==> config.mk <==
export PLATFORM = sky130hd
export DESIGN_NAME = seven_seg_scan_mux
export DESIGN_NICKNAME = d
export VERILOG_FILES = /design/src/rtl/seven_seg_pkg.sv /design/src/rtl/seven_seg_slot_timer.sv /design/src/rtl/seven_seg_scan_mux.sv
export SDC_FILE = /design/constraint.sdc
export NUM_CORES = 1
export LEC_CHECK = 0
export BUFFER_PORTS_ARGS = -buffer_cell sky130_fd_sc_hd__clkbuf_2
export CAP_MARGIN = 30
export CORE_MARGIN = 5
export CORE_UTILIZATION = 37
export DETAILED_ROUTE_END_ITERATION = 7
export GPL_TIMING_DRIVEN = 0
export PLACE_DENSITY_LB_ADDON = 0.12
export SYNTH_ARGS = -nofsm -noshare
export SYNTH_HDL_FRONTEND = slang
export SYNTH_SLANG_ARGS = --single-unit
==> constraint.sdc <==
create_clock -name clk -period 4.25 [get_ports clk]
set_input_delay 0.2125 -clock clk [delete_from_list [all_inputs] [get_ports clk]]
set_output_delay 0.2125 -clock clk [all_outputs]
set_load 0.01 [all_outputs]
==> src/rtl/seven_seg_pkg.sv <==
// Shared types, constants and the digit-rotation helper for the seven-segment scan multiplexer.
package seven_seg_pkg;

    localparam int unsigned SEG_W      = 7;
    localparam int unsigned MAX_DIGITS = 32;

    localparam logic [SEG_W-1:0] SEG_OFF = 7'h00;

    typedef enum logic [1:0] {
        StIdle,
        StBlank,
        StShow
    } scan_state_e;

    // Circular search for the next set bit after idx within an n-bit mask.
    // Starting from n-1 yields the lowest set bit. Returns idx when the mask is empty.
    function automatic int unsigned next_enabled(input logic [MAX_DIGITS-1:0] mask,
                                                 input int unsigned           idx,
                                                 input int unsigned           n);
        int unsigned result;
        int unsigned j;
        logic        found;
        result = idx;
        found  = 1'b0;
        for (int unsigned k = 1; k <= MAX_DIGITS; k++) begin
            if (k <= n) begin
                j = idx + k;
                if (j >= n) begin
                    j = j - n;
                end
                if (!found && (((mask >> j) & 32'd1) != 32'd0)) begin
                    result = j;
                    found  = 1'b1;
                end
            end
        end
        return result;
    endfunction

endpackage

==> src/rtl/seven_seg_slot_timer.sv <==
// Per-slot cycle counter: flags the last blanking cycle and the last cycle of the slot.
module seven_seg_slot_timer
    import seven_seg_pkg::*;
#(
    parameter int unsigned DIV   = 20000,
    parameter int unsigned BLANK = 16
) (
    input  logic clk,
    input  logic rst_n,
    input  logic clear,
    output logic blank_done,
    output logic slot_end
);

    localparam int unsigned CBITS = $clog2(DIV);

    logic [CBITS-1:0] cnt_q, cnt_d;

    assign blank_done = (cnt_q == CBITS'(BLANK - 1));
    assign slot_end   = (cnt_q == CBITS'(DIV - 1));

    always_comb begin
        cnt_d = cnt_q + 1'b1;
        if (clear || slot_end) begin
            cnt_d = '0;
        end
    end

    always_ff @(posedge clk or negedge rst_n) begin
        if (!rst_n) begin
            cnt_q <= '0;
        end else begin
            cnt_q <= cnt_d;
        end
    end

endmodule

==> src/rtl/seven_seg_scan_mux.sv <==
// Round-robin seven-segment scanner with per-slot blanking and frame-aligned input snapshot.
module seven_seg_scan_mux
    import seven_seg_pkg::*;
#(
    parameter int unsigned NUM_DIGITS     = 4,
    parameter int unsigned DIV            = 20000,
    parameter int unsigned BLANK          = 16,
    parameter bit          SEG_ACTIVE_LOW = 1'b0,
    parameter bit          AN_ACTIVE_LOW  = 1'b0
) (
    input  logic                        clk,
    input  logic                        rst_n,
    input  logic                        en,
    input  logic [SEG_W*NUM_DIGITS-1:0] digits_in,
    input  logic [NUM_DIGITS-1:0]       digit_en,
    output logic [SEG_W-1:0]            segment,
    output logic [NUM_DIGITS-1:0]       anode,
    output logic                        sig,
    output logic                        frame
);

    localparam int unsigned IDX_W = $clog2(NUM_DIGITS);

    scan_state_e state_q, state_d;
    logic [IDX_W-1:0] idx_q, idx_d;
    logic [NUM_DIGITS-1:0][SEG_W-1:0] shadow_q, shadow_d;
    logic [SEG_W-1:0] seg_q, seg_d;
    logic [NUM_DIGITS-1:0] an_q, an_d;
    logic sig_q, sig_d;
    logic frame_q, frame_d;

    logic run;
    logic tmr_clear;
    logic blank_done;
    logic slot_end;
    logic [IDX_W-1:0] lowest_idx;
    logic [IDX_W-1:0] next_idx;

    seven_seg_slot_timer #(
        .DIV  (DIV),
        .BLANK(BLANK)
    ) u_timer (
        .clk       (clk),
        .rst_n     (rst_n),
        .clear     (tmr_clear),
        .blank_done(blank_done),
        .slot_end  (slot_end)
    );

    assign run        = en && (|digit_en);
    assign lowest_idx = IDX_W'(next_enabled(MAX_DIGITS'(digit_en), NUM_DIGITS - 1, NUM_DIGITS));
    assign next_idx   = IDX_W'(next_enabled(MAX_DIGITS'(digit_en), 32'(idx_q), NUM_DIGITS));

    always_comb begin
        state_d   = state_q;
        idx_d     = idx_q;
        shadow_d  = shadow_q;
        sig_d     = 1'b0;
        frame_d   = 1'b0;
        tmr_clear = 1'b0;
        case (state_q)
            StIdle: begin
                tmr_clear = 1'b1;
                if (run) begin
                    state_d  = StBlank;
                    idx_d    = lowest_idx;
                    shadow_d = digits_in;
                    sig_d    = 1'b1;
                    frame_d  = 1'b1;
                end
            end
            StBlank: begin
                if (!run) begin
                    state_d   = StIdle;
                    tmr_clear = 1'b1;
                end else if (blank_done) begin
                    state_d = StShow;
                end
            end
            StShow: begin
                if (!run) begin
                    state_d   = StIdle;
                    tmr_clear = 1'b1;
                end else if (slot_end) begin
                    // Mask is sampled only here, so a mid-slot change never truncates a slot.
                    state_d = StBlank;
                    idx_d   = next_idx;
                    sig_d   = 1'b1;
                    if (next_idx == lowest_idx) begin
                        frame_d  = 1'b1;
                        shadow_d = digits_in;
                    end
                end
            end
            default: begin
                state_d   = StIdle;
                tmr_clear = 1'b1;
            end
        endcase
    end

    // Output registers load from next-state so pins line up with the state they describe.
    always_comb begin
        an_d  = '0;
        seg_d = SEG_OFF;
        if (state_d == StShow) begin
            an_d[idx_d] = 1'b1;
            seg_d       = shadow_d[idx_d];
        end
    end

    always_ff @(posedge clk or negedge rst_n) begin
        if (!rst_n) begin
            state_q  <= StIdle;
            idx_q    <= '0;
            shadow_q <= '0;
            seg_q    <= SEG_OFF;
            an_q     <= '0;
            sig_q    <= 1'b0;
            frame_q  <= 1'b0;
        end else begin
            state_q  <= state_d;
            idx_q    <= idx_d;
            shadow_q <= shadow_d;
            seg_q    <= seg_d;
            an_q     <= an_d;
            sig_q    <= sig_d;
            frame_q  <= frame_d;
        end
    end

    assign segment = seg_q ^ {SEG_W{SEG_ACTIVE_LOW}};
    assign anode   = an_q ^ {NUM_DIGITS{AN_ACTIVE_LOW}};
    assign sig     = sig_q;
    assign frame   = frame_q;

endmodule

==> results of run 1 <==
==> state kept, by name (all words and copies together), names as in the netlist <==
register and flops:
idx_q 2, frame 1, u_timer.cnt_q 15, sig 1, segment 7, anode 4, state_q 2, shadow_q 28
==> how the worst min path moves through the flow <==
stage | from | endpoint | depth (start not counted)
2_1_floorplan | rst_n | anode[0] | 0
3_3_place_gp | u_timer.cnt_q[0] | u_timer.cnt_q[0] | 1
3_5_place_dp | rst_n | u_timer.cnt_q[12] | 1
4_1_cts | rst_n | u_timer.cnt_q[12] | 1
5_1_grt | rst_n | u_timer.cnt_q[12] | 1
6_report | rst_n | u_timer.cnt_q[13] | 1
==> cell type report <==
| class | count | share of cell area, % |
|---|---|---|
| buffer | 29 | 2.713 |
| timing repair buffer | 47 | 5.058 |
| tap | 140 | 3.688 |
| clock buffer | 9 | 2.608 |
| multi-input combinational | 382 | 51.55 |
| clock inverter | 7 | 1.423 |
| inverter | 17 | 1.344 |
| sequential | 60 | 31.61 |
==> worst reg2reg max path, delay by kind of cell, from the launching register on <==
family          cells  cell delay [ns]
flops               1             0.42
simple gates        2             0.37
compound gates      5             1.27
mux                 1             0.37
buf+inv             5             0.97
fa+ha+maj           1             0.40
==> Yosys cell counts (all sizes together), types with 6 or more instances <==
cell      n
nor2     37
clkbuf   21
mux2i    14
dfrtp    60
xor2      7
buf       8
mux2      7
nand2b   12
a21oi     8
nand3    29
or3       6
inv      17
a21boi    8
o21ai    16
nand2   104
a21o      6
a22o     12
ha       10
a22oi     9
and2     10
and3      7
==> where the power goes <==
group,leakage [nW],internal (mW),total [mW],switching (mW)
Clock,0.0910,0.267,0.522,0.255
Combinational,1.36,0.456,1.11,0.651
Sequential,0.793,0.713,0.828,0.115
Total,2.25,1.44,2.46,1.02
==> routing by layer <==
layer / GRT usage [%] / wire length (µm)
met5: 0 / 0
met4: 6.651 / 140
met1: 26.52 / 5883
met2: 29.67 / 5444
met3: 3.812 / 642
==> logic make-up (layout without fill, tap and decap cells) <==
| logic type | Yosys count | in the layout | share of synthesized area [%] |
|---|---|---|---|
| xor+xnor | 12 | 12 | 2.547 |
| mux | 23 | 23 | 6.398 |
| simple gates | 228 | 228 | 25.65 |
| flops | 60 | 60 | 36.39 |
| buf+inv | 46 | 109 | 4.639 |
| fa+ha+maj | 10 | 10 | 3.032 |
| compound gates | 109 | 109 | 21.35 |
==> what timing repair did <==
item	4_1_cts	5_1_grt
resized for setup	3	3
endpoints found under the setup margin	11	13
buffers inserted	1	0
pin swaps	1	0
endpoints found under the hold margin	0	0
==> impl_metrics.json, run 1 <==
{
  "layout.area.seq_um2": 1501,
  "grt_start_max_net_pins": 61,
  "final_cell_area_um2": 4750,
  "place_area_um2": 4534,
  "cts_root_buf": "clkbuf_8",
  "clock_sinks": 60,
  "grt-ovfl-total": 0,
  "drt-vias-per-instance": 5.491,
  "cts_tree": "done",
  "dieArea_um2": 13360,
  "crit_top_cell": "buf_6",
  "vias": 3794,
  "netlist_top_cells_area": "dfrtp_1, nand2_1, nand3_1",
  "setup.worst_path.start": "idx_q[0]",
  "fill_cells": 1101,
  "drtAntennaViolNets": 0,
  "die_x_um": 115.6,
  "fin_util_pct": 43.62,
  "r2r-end": "segment[4]",
  "hp-class": "primary input to async pin",
  "max_freq_mhz": 250.6,
  "ioPinCount": 48,
  "fin_setup_tns_ns": 0,
  "grtUsageTotal_pct": 19.08,
  "clkLatencyLatePin_ns": 0.36,
  "drc_errors": 0,
  "cap_violations": 0,
  "port_buffers": 46,
  "start_util_pct": 37.90,
  "period_share_pct": 93.90,
  "leakagePower_nw": 2.246,
  "yosysWarnings": 0,
  "cp.arrival_ns": 4.17,
  "worstSetupPathDepth": 14,
  "ys_seq_elements": 60,
  "postCtsHoldBufs": 0,
  "rsz0062_at_grt": "no",
  "cpPeakStageDelay_ns": 0.42,
  "area_growth_pct": 15.10,
  "multi_input_area_um2": 2449,
  "stdcell_count": 691,
  "dr.first_iter.drc_count": 257,
  "cts.clk_slew.worst_paths_ns": 0.08,
  "status": "finished, violations left",
  "wl_mm": 12.11,
  "drive_above_1_share_pct": 17.24,
  "violations": "hold timing",
  "grt_pass1_vias": 3800,
  "slew_headroom_pct": 29.47,
  "cts-htree-levels": 3,
  "yosysUniqueCellTypes": 65,
  "r2r_setup_slack_ns": 0.26,
  "end_kind": "flop",
  "diodes": 0,
  "numCtsBuffers": 9,
  "detail_route.wl_per_cell_um": 17.53,
  "worst_pin_slew_ns": 1.046,
  "rows": 38,
  "worstPathMaxFanout": 10,
  "pre_cts_ws_ns": -0.3127,
  "critPathTopFamily": "compound AO/OA/AOI/OAI gates",
  "mostFrequentLayoutCells": "nand2_1, dfrtp_1, clkbuf_2, nor2_1, nand3_1",
  "synth-edff-count": 0,
  "nets": 591,
  "clockBufferDepth": 2,
  "layout_setup_ws_ns": 0.2593,
  "vdd_drop_max_mv": 0.2331,
  "cellPowerDensity_nw_per_um2": 517.4,
  "synthDominantCellAreaShare_pct": 36.39,
  "antenna_found_initial": 0,
  "ys_async_sr_fraction_pct": 100.0,
  "final_max_slew_viol_count": 0,
  "finalCriticalPeriod_ns": 3.991,
  "fin_worst_hold_slack_ns": -0.001004,
  "grt_pass1_wl_mm": 19.87,
  "timing.rr.start": "idx_q[0]",
  "ys.flop_type": "dfrtp_1",
  "fp.dieH_um": 115.6,
  "finalSetupViolations": 0,
  "required_ns": 4.43,
  "cp-endpoint": "segment[4]",
  "ff2ff_path_depth": 14,
  "seq_area_frac_synth_pct": 36.39,
  "first_pass_iters": 5,
  "cp-start-kind": "flop",
  "core-area_um2": 10890,
  "synthCells": 488,
  "final_common_cell": "nand2_1",
  "mappedNetlistArea_um2": 4126,
  "p_total_mw": 2.457,
  "syn_avg_cell_area_um2": 8.456,
  "synth_largest_area_cell": "dfrtp_1",
  "hold_viol_final": 2,
  "critPathBufInv": 5,
  "place_congestion": 0.8282,
  "crit_slowest_cell": "dfrtp_1",
  "skew_ns": 0.01024,
  "synth_nets": 533,
  "post-dp-hpwl_mm": 8.654,
  "placedCellCount": 674,
  "crit_chain": "buf_6 -> clkbuf_2 -> inv_1 -> ha_2 -> mux4_2 -> and2_1 -> a221oi_1 -> nor3_1 -> o32ai_4 -> buf_6 -> buf_2 -> o21ai_0 -> o31ai_1 -> o2111ai_1",
  "worstSetupPathType": "flop to flop"
}
Note: power is estimated with default switching activity, not from simulation.
==> inputs of run 2 (changes only) <==
==> constraint.sdc (replaced) <==
create_clock -name clk -period 4.25 [get_ports clk]
set_input_delay 0.85 -clock clk [delete_from_list [all_inputs] [get_ports clk]]
set_output_delay 0.85 -clock clk [all_outputs]
set_load 0.01 [all_outputs]
==> impl_metrics.json, run 2 (synthesis gave the netlist of run 1 again) <==
{
  "status": "completed",
  "p_int_mw": 1.437,
  "critPathBufInv": 5,
  "grt-ovfl-total": 0,
  "cap_violations": 0,
  "end_kind": "flop",
  "place_area_um2": 4534,
  "drt-vias-per-instance": 5.528,
  "hp-class": "flop to flop",
  "dieArea_um2": 13360,
  "max_freq_mhz": 249.4,
  "area_growth_pct": 15.37,
  "drc_errors": 0,
  "power_frac_clock_pct": 21.2,
  "port_buffers": 46,
  "first_pass_iters": 6,
  "die_x_um": 115.6,
  "final_common_cell": "nand2_1",
  "ioPinCount": 48,
  "hold_depth": 1,
  "placedCellCount": 674,
  "cellPowerDensity_nw_per_um2": 516.3,
  "seq_power_share_pct": 33.7,
  "cts-htree-levels": 3,
  "dr.first_iter.drc_count": 318,
  "slew_headroom_pct": 41.95,
  "finalCriticalPeriod_ns": 4.010,
  "vias": 3820,
  "worst_pin_slew_ns": 0.8708,
  "final_cell_area_um2": 4761,
  "drtAntennaViolNets": 0,
  "cp-start-kind": "flop",
  "place_congestion": 0.8282,
  "vdd_drop_max_mv": 0.2344,
  "critPathTopFamily": "compound AO/OA/AOI/OAI gates",
  "drive_above_1_share_pct": 17.24,
  "antenna_found_initial": 0,
  "fp.dieH_um": 115.6,
  "setup.worst_path.start": "idx_q[0]",
  "stdcell_count": 691,
  "cpPeakStageDelay_ns": 0.42,
  "cp.arrival_ns": 4.19,
  "ff2ff_path_depth": 14,
  "hold_viol_final": 0,
  "leakagePower_nw": 2.251,
  "cts_root_buf": "clkbuf_8",
  "post-dp-hpwl_mm": 8.654,
  "regMostFlops": "shadow_q",
  "crit_top_cell": "buf_6",
  "p_switching_mw": 1.021,
  "start_util_pct": 37.90,
  "worstSetupPathType": "flop to flop",
  "grt_pass1_wl_mm": 19.87,
  "grt_pass1_vias": 3800,
  "largest_reg_flops": 28,
  "finalSetupViolations": 0,
  "clkLatencyLatePin_ns": 0.36,
  "period_share_pct": 94.35,
  "fin_setup_tns_ns": 0,
  "clockBufferDepth": 2,
  "grtUsageTotal_pct": 19.08,
  "numCtsBuffers": 9,
  "detail_route.wl_per_cell_um": 17.56,
  "layout_setup_ws_ns": 0.2403,
  "pre_cts_ws_ns": -0.3305,
  "worstSetupPathDepth": 14,
  "cts.clk_slew.worst_paths_ns": 0.08,
  "comb_power_share_pct": 45.1,
  "cts_tree": "done",
  "skew_ns": 0.01070,
  "fill_cells": 1099,
  "diodes": 0,
  "min-delay-start": "u_timer.cnt_q[0]",
  "crit_slowest_cell": "dfrtp_1",
  "mostFrequentLayoutCells": "nand2_1, dfrtp_1, clkbuf_2, nor2_1, nand3_1",
  "switching_share_pct": 41.55,
  "core-area_um2": 10890,
  "crit_chain": "buf_6 -> clkbuf_2 -> inv_1 -> ha_2 -> mux4_2 -> and2_1 -> a221oi_1 -> nor3_1 -> o32ai_4 -> buf_6 -> buf_2 -> o21ai_0 -> o31ai_1 -> o2111ai_1",
  "rows": 38,
  "final_max_slew_viol_count": 0,
  "timing.rr.start": "idx_q[0]",
  "grt_start_max_net_pins": 61,
  "nets": 591,
  "required_ns": 4.43,
  "wl_mm": 12.13,
  "rsz0062_at_grt": "no",
  "clock_sinks": 60,
  "worstPathMaxFanout": 10
}
run 2: cell counts in the layout (fill, tap and decap cells not counted):
No cell type changed its count.
run 2: repair_timing:
item | CTS | global route
hold buffers | 0 | 0
buffers inserted | 1 | 0
setup endpoints to repair | 11 | 13
pin swaps | 1 | 0
resized for setup | 3 | 4
run 2: cell type report:
| cell class | count | area, µm² | share of cell area (%) |
|---|---|---|---|
| clock buffer | 9 | 123.9 | 2.602 |
| timing repair buffer | 47 | 240.2 | 5.046 |
| tap | 140 | 175.2 | 3.679 |
| multi-input combinational | 382 | 2460 | 51.67 |
| buffer | 29 | 128.9 | 2.707 |
| clock inverter | 7 | 67.56 | 1.419 |
| inverter | 17 | 63.81 | 1.340 |
| sequential | 60 | 1501 | 31.54 |
run 2: power by group through the flow:
stage | registers [mW] | clock network, mW | logic (mW)
after floorplan | 0.809 | 0 | 0.832
after global placement | 0.822 | 0 | 1.06
after detailed placement | 0.834 | 0 | 1.08
after CTS | 0.824 | 0.532 | 1.10
after global routing | 0.848 | 0.553 | 1.24
final | 0.828 | 0.521 | 1.11
run 2: worst paths after layout:
| check | slack, ns | end |
|---|---|---|
| max in group asynchronous | 3.05 | shadow_q[23] |
| max | 0.24 | segment[4] |
| min in group asynchronous | 0.64 | u_timer.cnt_q[2] |
| max reg2reg | 0.24 | segment[4] |
| min | 0.49 | u_timer.cnt_q[0] |
| min reg2reg | 0.49 | u_timer.cnt_q[0] |
run 2: routing by layer:
| layer | GRT usage, % | share of wire (%) | vias to the layer above |
|---|---|---|---|
| met5 | 0 | 0 | - |
| met4 | 6.651 | 1.1 | 0 |
| met3 | 3.812 | 5.3 | 11 |
| met2 | 29.67 | 45 | 109 |
| met1 | 26.52 | 48 | 1837 |
| li1 | - | - | 1863 |
run 2: stage by stage:
step	power, mW	hold slack (ns)	util [%]
floorplan	1.640	0.4479	-
global placement	1.880	0.4769	41.62
detailed placement	1.919	0.4875	41.65
CTS	2.459	0.4972	43.59
global route	2.643	0.5284	43.73
finish	2.458	0.4879	43.73
